[src/rtl/pipelined_adder_if.sv]
// Operand/result handshake bundle for pipelined_adder.
// The sat signal exists only when ADDER_SAT_EN is defined.
interface pipelined_adder_if #(
    parameter int WIDTH = 32
);
    logic             in_valid;
    logic             in_ready;
    logic [WIDTH-1:0] a;
    logic [WIDTH-1:0] b;
    logic             ci;
    logic             sub;
`ifdef ADDER_SAT_EN
    logic             sat;
`endif
    logic             out_valid;
    logic             out_ready;
    logic [WIDTH-1:0] sum;
    logic             co;
    logic             ovf;
    logic             zero;

`ifdef ADDER_SAT_EN
    modport master (
        output in_valid, a, b, ci, sub, sat, out_ready,
        input  in_ready, out_valid, sum, co, ovf, zero
    );
    modport slave (
        input  in_valid, a, b, ci, sub, sat, out_ready,
        output in_ready, out_valid, sum, co, ovf, zero
    );
`else
    modport master (
        output in_valid, a, b, ci, sub, out_ready,
        input  in_ready, out_valid, sum, co, ovf, zero
    );
    modport slave (
        input  in_valid, a, b, ci, sub, out_ready,
        output in_ready, out_valid, sum, co, ovf, zero
    );
`endif
endinterface

[src/rtl/pipelined_adder.sv]
// Pipelined carry-chained adder/subtractor: one WIDTH/STAGES-bit slice per clock, global stall.
// Define ADDER_SAT_EN to add the per-operation sat input and signed saturation of the result.
module pipelined_adder #(
    parameter int WIDTH  = 32,
    parameter int STAGES = 4
) (
    input  logic              clk,
    input  logic              rst_n,
    pipelined_adder_if.slave  bus
);
    localparam int SW = WIDTH / STAGES;
    localparam int NI = (STAGES > 1) ? STAGES - 1 : 1;
    localparam int L  = STAGES - 1;

    if ((WIDTH % STAGES) != 0 || STAGES < 1) begin : g_bad_cfg
        $error("pipelined_adder: WIDTH must be a multiple of STAGES");
    end

`ifdef ADDER_SAT_EN
    function automatic logic [WIDTH-1:0] saturate(input logic neg);
        logic signed [WIDTH-1:0] lim;
        lim = neg ? {1'b1, {(WIDTH-1){1'b0}}} : {1'b0, {(WIDTH-1){1'b1}}};
        return lim;
    endfunction
`endif

    logic             advance;
    logic [WIDTH-1:0] bx_in;
    logic             cin_in;

    logic [WIDTH-1:0] st_a   [STAGES];
    logic [WIDTH-1:0] st_bx  [STAGES];
    logic [WIDTH-1:0] st_s   [STAGES];
    logic             st_c   [STAGES];
    logic             st_vld [STAGES];
    logic [SW:0]      st_t   [STAGES];
    logic [WIDTH-1:0] st_ns  [STAGES];

    logic [WIDTH-1:0] a_p   [NI];
    logic [WIDTH-1:0] bx_p  [NI];
    logic [WIDTH-1:0] s_p   [NI];
    logic             cy_p  [NI];
    logic             vld_p [NI];
`ifdef ADDER_SAT_EN
    logic             st_sat [STAGES];
    logic             sat_p  [NI];
`endif

    logic [WIDTH-1:0] fin_raw;
    logic [WIDTH-1:0] fin_sum;
    logic             fin_co;
    logic             fin_ovf;

    logic             out_valid_q;
    logic [WIDTH-1:0] sum_q;
    logic             co_q;
    logic             ovf_q;
    logic             zero_q;

    assign advance      = !out_valid_q || bus.out_ready;
    assign bus.in_ready = advance;
    assign bx_in        = bus.sub ? ~bus.b : bus.b;
    assign cin_in       = bus.sub | bus.ci;

    // Stage k: add slice k of a and b' with the carry handed over from stage k-1
    for (genvar k = 0; k < STAGES; k++) begin : g_stage
        if (k == 0) begin : g_head
            assign st_a[k]   = bus.a;
            assign st_bx[k]  = bx_in;
            assign st_s[k]   = '0;
            assign st_c[k]   = cin_in;
            assign st_vld[k] = bus.in_valid;
`ifdef ADDER_SAT_EN
            assign st_sat[k] = bus.sat;
`endif
        end else begin : g_body
            assign st_a[k]   = a_p[k-1];
            assign st_bx[k]  = bx_p[k-1];
            assign st_s[k]   = s_p[k-1];
            assign st_c[k]   = cy_p[k-1];
            assign st_vld[k] = vld_p[k-1];
`ifdef ADDER_SAT_EN
            assign st_sat[k] = sat_p[k-1];
`endif
        end
        assign st_t[k]  = {1'b0, st_a[k][k*SW +: SW]} + {1'b0, st_bx[k][k*SW +: SW]}
                        + (SW+1)'(st_c[k]);
        assign st_ns[k] = st_s[k] | (WIDTH'(st_t[k][SW-1:0]) << (k*SW));
    end

    // Skew/de-skew registers between stages; data is not reset, only the valid chain
    always_ff @(posedge clk) begin
        if (advance) begin
            for (int k = 0; k < STAGES - 1; k++) begin
                a_p[k]  <= st_a[k];
                bx_p[k] <= st_bx[k];
                s_p[k]  <= st_ns[k];
                cy_p[k] <= st_t[k][SW];
`ifdef ADDER_SAT_EN
                sat_p[k] <= st_sat[k];
`endif
            end
        end
    end

    always_ff @(posedge clk) begin
        if (!rst_n) begin
            for (int k = 0; k < NI; k++) begin
                vld_p[k] <= 1'b0;
            end
        end else if (advance) begin
            for (int k = 0; k < STAGES - 1; k++) begin
                vld_p[k] <= st_vld[k];
            end
        end
    end

    // Final slice: flags come from the MSB slice, saturation applies before the zero test
    assign fin_raw = st_ns[L];
    assign fin_co  = st_t[L][SW];
    assign fin_ovf = (st_a[L][WIDTH-1] == st_bx[L][WIDTH-1]) &&
                     (fin_raw[WIDTH-1] != st_a[L][WIDTH-1]);
`ifdef ADDER_SAT_EN
    assign fin_sum = (st_sat[L] && fin_ovf) ? saturate(st_a[L][WIDTH-1]) : fin_raw;
`else
    assign fin_sum = fin_raw;
`endif

    always_ff @(posedge clk) begin
        if (!rst_n) begin
            out_valid_q <= 1'b0;
            sum_q       <= '0;
            co_q        <= 1'b0;
            ovf_q       <= 1'b0;
            zero_q      <= 1'b0;
        end else if (advance) begin
            out_valid_q <= st_vld[L];
            if (st_vld[L]) begin
                sum_q  <= fin_sum;
                co_q   <= fin_co;
                ovf_q  <= fin_ovf;
                zero_q <= (fin_sum == '0);
            end
        end
    end

    assign bus.out_valid = out_valid_q;
    assign bus.sum       = sum_q;
    assign bus.co        = co_q;
    assign bus.ovf       = ovf_q;
    assign bus.zero      = zero_q;
endmodule

[src/flat_wrapper.sv]
// flat-port wrapper written by rule: the top's interface ports become plain ports
module pipelined_adder_flat 
#(
    parameter int WIDTH  = 32,
    parameter int STAGES = 4
)
  (clk, rst_n, bus_in_valid, bus_a, bus_b, bus_ci, bus_sub, bus_out_ready, bus_in_ready, bus_out_valid, bus_sum, bus_co, bus_ovf, bus_zero);
  pipelined_adder_if #(.WIDTH(WIDTH)) bus_i ();
  input  logic clk;
  input  logic rst_n;
  input wire logic [$bits(bus_i.in_valid)-1:0] bus_in_valid;
  input wire logic [$bits(bus_i.a)-1:0] bus_a;
  input wire logic [$bits(bus_i.b)-1:0] bus_b;
  input wire logic [$bits(bus_i.ci)-1:0] bus_ci;
  input wire logic [$bits(bus_i.sub)-1:0] bus_sub;
  input wire logic [$bits(bus_i.out_ready)-1:0] bus_out_ready;
  output wire logic [$bits(bus_i.in_ready)-1:0] bus_in_ready;
  output wire logic [$bits(bus_i.out_valid)-1:0] bus_out_valid;
  output wire logic [$bits(bus_i.sum)-1:0] bus_sum;
  output wire logic [$bits(bus_i.co)-1:0] bus_co;
  output wire logic [$bits(bus_i.ovf)-1:0] bus_ovf;
  output wire logic [$bits(bus_i.zero)-1:0] bus_zero;
  assign bus_i.in_valid = bus_in_valid;
  assign bus_i.a = bus_a;
  assign bus_i.b = bus_b;
  assign bus_i.ci = bus_ci;
  assign bus_i.sub = bus_sub;
  assign bus_i.out_ready = bus_out_ready;
  assign bus_in_ready = bus_i.in_ready;
  assign bus_out_valid = bus_i.out_valid;
  assign bus_sum = bus_i.sum;
  assign bus_co = bus_i.co;
  assign bus_ovf = bus_i.ovf;
  assign bus_zero = bus_i.zero;
  pipelined_adder #(.WIDTH(WIDTH), .STAGES(STAGES)) u_core (.clk(clk), .rst_n(rst_n), .bus(bus_i));
endmodule
[config.mk]
export PLATFORM = sky130hd
export DESIGN_NAME = pipelined_adder_flat
export DESIGN_NICKNAME = d
export VERILOG_FILES = /design/src/rtl/pipelined_adder_if.sv /design/src/rtl/pipelined_adder.sv /design/src/flat_wrapper.sv
export SDC_FILE = /design/constraint.sdc
export NUM_CORES = 1
export LEC_CHECK = 0
export BUFFER_PORTS_ARGS = -buffer_cell sky130_fd_sc_hd__buf_4
export CAP_MARGIN = 30
export CORE_UTILIZATION = 35
export DETAILED_ROUTE_END_ITERATION = 16
export PLACE_DENSITY_LB_ADDON = 0.1
export SLEW_MARGIN = 30
export SYNTH_ARGS = -nofsm -noshare
export SYNTH_HDL_FRONTEND = slang
export SYNTH_SLANG_ARGS = --single-unit
[constraint.sdc]
create_clock -name clk -period 9 [get_ports clk]
set_input_delay 0 -clock clk [delete_from_list [all_inputs] [get_ports clk]]
set_output_delay 0 -clock clk [all_outputs]
set_load 0.03 [all_outputs]
### Word-level counts from Yosys, hierarchy flattened

Memories as Yosys holds them, arrays and structs flattened.
Cells that the tools add are included.

| cells by class | value |
|---|---|
| add/subtract/negate cells | 8 |
| multipliers | 0 |
| divide/modulo/power cells | 0 |
| magnitude comparators | 0 |
| equality and inequality tests | 2 |
| shift-type cells | 0 |
| multiplexer cells | 9 |
| bitwise operators | 8 |
| reduce and logical (&&, ||, !) cells | 5 |

Operators with widths:

| operator | count |
|---|---|
| $add 8x8->9 | 4 |
| $add 9x1->9 | 4 |
| $logic_not 32->1 | 1 |
| $mux 32 | 1 |
| $not 32->32 | 1 |
| $or 32x16->32 | 1 |
| $or 32x24->32 | 1 |
| $or 32x32->32 | 1 |
| $mux 1 | 8 |
| $or 1x1->1 | 4 |
| $reduce_and 2->1 | 1 |
| $eq 1x1->1 | 1 |
| $logic_and 1x1->1 | 1 |
| $logic_not 1->1 | 1 |
| $logic_or 1x1->1 | 1 |
| $ne 1x1->1 | 1 |

| storage, ports and cells | value |
|---|---|
| register bits | 36 |
| latch bits | 0 |
| memory bits (writable) | 294 |
| bits in read-only memories | 0 |
| bits of input ports | 70 |
| output and inout port bits | 37 |
| logic and storage cells | 42 |
| memories | 5 |

Memory list:

| name | depth | width | read ports | clocked after memory_dff | write ports | RTL line | text |
|---|---|---|---|---|---|---|---|
| u_core.a_p | 3 | 32 | 3 | 0 | 3 | pipelined_adder.sv:39 | `logic [WIDTH-1:0] a_p [NI];` |
| u_core.bx_p | 3 | 32 | 3 | 0 | 3 | pipelined_adder.sv:40 | `logic [WIDTH-1:0] bx_p [NI];` |
| u_core.s_p | 3 | 32 | 3 | 0 | 3 | pipelined_adder.sv:41 | `logic [WIDTH-1:0] s_p [NI];` |
| u_core.cy_p | 3 | 1 | 3 | 0 | 3 | pipelined_adder.sv:42 | `logic cy_p [NI];` |
| u_core.vld_p | 3 | 1 | 3 | 0 | 3 | pipelined_adder.sv:43 | `logic vld_p [NI];` |

### Depth between registers and ports, before layout

| depth | value |
|---|---|
| word-level depth | 6 |
| mapped depth | 11 |
| depth with buffers taken out | 10 |

### Worst setup path after synthesis

OpenSTA, ideal clock, no wires.

| timing path | value |
|---|---|
| path kind | reg2reg |
| from | register u_core.out_valid_q, in the netlist u_core.bus.out_valid |
| to | register u_core.zero_q, in the netlist u_core.bus.zero |
| setup time | 0.084 ns |
| data arrival time | 3.144 ns |
| data required time | 8.916 ns |
| setup slack | 5.772 ns |
| stages on the path, launching flop included | 9 |
| buffers on the path | 1 |
| period minus slack after synthesis | 3.228 ns |
| cell sequence | dfxtp_1 > nor2b_4 > inv_2 > and2_1 > buf_2 > nand3_1 > nor3_1 > nand3_1 > o31ai_2 |

| between the ends | value |
|---|---|
| word-level cells in the longest chain between the ends | 3 |

RTL lines:

| item | RTL line | text |
|---|---|---|
| start: declaration | pipelined_adder.sv:54 | `logic out_valid_q;` |
| start signal: assignment | pipelined_adder.sv:137 | `out_valid_q <= st_vld[L];` |
| $logic_not 1->1 | pipelined_adder.sv:60 | `assign advance = !out_valid_q \|\| bus.out_ready;` |
| $logic_or 1x1->1 | pipelined_adder.sv:60 |  |
| via bus_in_ready | flat_wrapper.sv:17 | `output wire logic [$bits(bus_i.in_ready)-1:0] bus_in_ready;` |
| $reduce_and 2->1 (no line) | n/a |  |
| end signal: assignment | pipelined_adder.sv:142 | `zero_q <= (fin_sum == '0);` |
| end: declaration | pipelined_adder.sv:58 | `logic zero_q;` |

The timed path passes the listed nets, and every way through them passes these cells.
A chain may end at the register's enable or synchronous reset.

==> summary.md <==
| Metric | Value |
|---|---|
| Status | finished, final reports clean |
| Final WL | 12800 um |
| Final period util | 0.280 |
| Die area | 21700 sq um |
| EDFF count, synth | 150 |
| Vias in the first global route | 4160 |
| GRT Residual Overflow | 0 |
| Mean area per synthesized cell | 14.2 sq um |
| Switching Fraction | 0.235 |
| Fin crit period | 2.52 ns |
| Pwr Total | 0.00216 W |
| Placed Instances | 882 |
| FF+latch count, synth | 186 |
| Worst EP required | 9.34 ns |
| Standard-cell rows | 52 |
| WS Path Type | flop to flop |
| Power per Cell Area | 224 nW/um^2 |
| Reg-to-reg slack, setup | 6.48 ns |
| Seq/Total Area, Yosys | 0.708 |
| Worst skew pair latency | 0.43 ns |
| Buffers added on ports | 106 |
| YS warnings | 0 |
| Die height | 147 um |
| Post-CTS Setup Inserts | 0 |
| Final setup fails | 0 |
| Hold path endpoint | u_core.s_p[0][2] |
| Maximum vdd drop | 91.2 uV |
| CORE AREA | 20400 sq um |
| # nets final | 789 |
| Comb power frac | 0.120 |
| HPWL Detailed | 8810 um |
| Worst reg2reg path endpoint | u_core.bus.zero |
| Starting Density | 0.361 |
| Share of cells above drive strength 1 | 0.211 |
| First-pass iteration count of the detailed router | 4 |
| GRT Overall Usage | 0.128 |
| Critical Path End Type | flop |
| Syn-to-layout area delta | 30.2% |
| Setup tns final | 0 ns |
| Worst Setup Start Kind | flop |
| Clk pwr share | 0.356 |
| ANT nets after route | 0 |
| Hold Startpoint | bus_a[2] |
| Least-Margin Pin Slew | 0.719 ns |
| Initial antenna violation count | 0 |
| GPL Wtd Cong | 0.763 |
| RSZ-0062 raised after global routing | no |
| Worst-path clk slew | 0.07 ns |
| Critical path data arrival time | 2.86 ns |
| Post-layout util | 0.471 |
| Vias/cell | 4.38 |
| Pin count of the biggest net entering global routing | 83 |
| Crit Path Max Fanout | 2 |
| Reg power frac | 0.524 |
| Max-slew headroom | 0.521 |
| Fmax | 397 MHz |
| Max Cap Viol | 0 |
| CTS Buffer Depth | 2 |
| Drt drc | 0 |
| Synth unique cells | 39 |
| Via count | 4232 |
| Worst hold slack | 0.0558 ns |
| Clock tree sinks | 186 |
| Top FF cell, synth | edfxtp_1 |
| Origin of the critical flop-to-flop path | u_core.cy_p[0][2] |
| Syn Nets | 624 |
| Antenna Cells | 0 |
| Max Slew Vio Count | 0 |
| First-pass GRT wire length | 21100 um |
| Final setup skew | 0.00722 ns |
| Leakage | 3.84 nW |
| Hold crit path type | input port to flop |
| Async SR Flop Fraction | 0 |
| CTS tree | done |
| H-tree Lvls | 4 |
| Worst hold stages | 3 |
| I/O pin total | 107 |
| Hold Fails Final Rpt | 0 |
| Cell-internal power | 0.00165 W |
| Root Driver | clkbuf_16 |
| Post-synthesis cell area | 7380 sq um |
| Iter 0 DRT Violations | 180 |
| Mapped Cells | 518 |
| Average wire per standard cell | 13.3 um |
| Final std cells w/o fill | 966 |
| Sw Pwr | 0.000507 W |
| Worst R2R Path Depth | 8 |
| Die W | 147 um |
| Inserted Clock Buffers | 17 |
## metal layers
layer | global-route usage | vias up | routed length (um)
li1 | - | 2165 | -
met1 | 0.179 | 1960 | 6300
met2 | 0.189 | 93 | 5750
met3 | 0.0286 | 14 | 564
met4 | 0.0572 | 0 | 209
met5 | 0 | - | 0
## placed cells by master (no fill, tap or decap), types with 8 or more instances in the layout
cell type	synthesis	routed
xnor2_1	15	15
inv_1	22	22
dlygate4sd3_1	0	52
ha_1	28	28
nand2_1	68	68
edfxtp_1	150	150
nor2_1	20	20
dfxtp_1	36	36
a21oi_1	42	42
xor2_1	39	39
nor2b_1	8	8
clkbuf_16	0	17
fa_1	8	8
o21ai_0	8	8
buf_4	0	108
## flip-flops by register name, summed over array words and instances (netlist names)
| signal | flops |
|---|---|
| u_core.a_p | 48 |
| u_core.bus.co | 1 |
| u_core.bus.out_valid | 1 |
| u_core.bus.ovf | 1 |
| u_core.bus.sum | 32 |
| u_core.bus.zero | 1 |
| u_core.bx_p | 48 |
| u_core.cy_p | 3 |
| u_core.s_p | 48 |
| u_core.vld_p | 3 |
## cell usage after synthesis (all sizes together) (6+ instances only)
master | n | share of area
edfxtp | 150 | 0.61
nand2 | 68 | 0.035
a21oi | 43 | 0.030
xor2 | 39 | 0.046
dfxtp | 36 | 0.098
ha | 28 | 0.047
inv | 24 | 0.012
nor2 | 20 | 0.010
xnor2 | 15 | 0.018
o21ai | 14 | 0.0095
buf | 9 | 0.0061
nor2b | 9 | 0.0086
fa | 8 | 0.022
nand3 | 7 | 0.0047
nor3 | 7 | 0.0047
clkbuf | 6 | 0.0031
nor4 | 6 | 0.0059
## what timing repair did
action	in CTS	in global routing
resized for setup	0	0
endpoints found under the hold margin	59	0
hold buffers	52	0
## metrics by stage
| stage | area, sq um | setup slack, ns |
|---|---|---|
| floorplan | 7380 | 5.77 |
| global placement | 8470 | 6.56 |
| detailed placement | 8470 | 6.47 |
| CTS | 9610 | 6.33 |
| global route | 9610 | 6.33 |
| finish | 9610 | 6.48 |
## worst max path at each step
stage	from	endpoint	slack, ns	cells past startpoint
6_report	u_core.cy_p[0][2]	u_core.bus.zero	6.48	8
3_5_place_dp	u_core.cy_p[0][2]	u_core.bus.zero	6.47	8
3_3_place_gp	u_core.cy_p[0][2]	u_core.bus.zero	6.56	8
5_1_grt	u_core.cy_p[0][2]	u_core.bus.zero	6.33	8
2_1_floorplan	u_core.bus.out_valid	u_core.bus.zero	5.77	8
4_1_cts	u_core.bus.out_valid	bus_in_ready	6.33	4
## worst max-delay path: stages (launching register included)
cell and delay [ns]:
edfxtp_1 0.42, fa_1 0.49, fa_1 0.49, a211oi_2 0.26, o21bai_1 0.12, a21oi_2 0.18, xor2_1 0.20, nand2_1 0.10
o31ai_2 0.19
## cells by family (layout without fill, tap and decap cells)
| family | count (synthesis) | after routing | synth area share |
|---|---|---|---|
| DFF | 186 | 186 | 0.708 |
| and+or+nand+nor | 127 | 127 | 0.0773 |
| AOI/OAI and AO/OA | 76 | 76 | 0.0602 |
| xor gates and xnor gates | 54 | 54 | 0.0641 |
| buffers and inverters | 39 | 217 | 0.0214 |
| adders and majority gates | 36 | 36 | 0.0692 |
## power groups by stage
stage / Combinational (W) / Clock [W] / Sequential (W)
finish: 0.000259 / 0.000767 / 0.00113
global route: 0.000291 / 0.000822 / 0.00115
CTS: 0.000265 / 0.000789 / 0.00113
detailed placement: 0.000245 / 0 / 0.00115
global placement: 0.000242 / 0 / 0.00115
floorplan: 0.000158 / 0 / 0.00114
## layout make-up
class	count	area, sq um
fillers	1868	10800
flip-flops and latches	186	5230
multi-input cells	293	2000
repair buffers	161	1340
clock buffers	17	425
well taps	270	338
clock inverters	15	189
inverters	24	95.1
No activity file was read; power rests on OpenSTA's default activity.
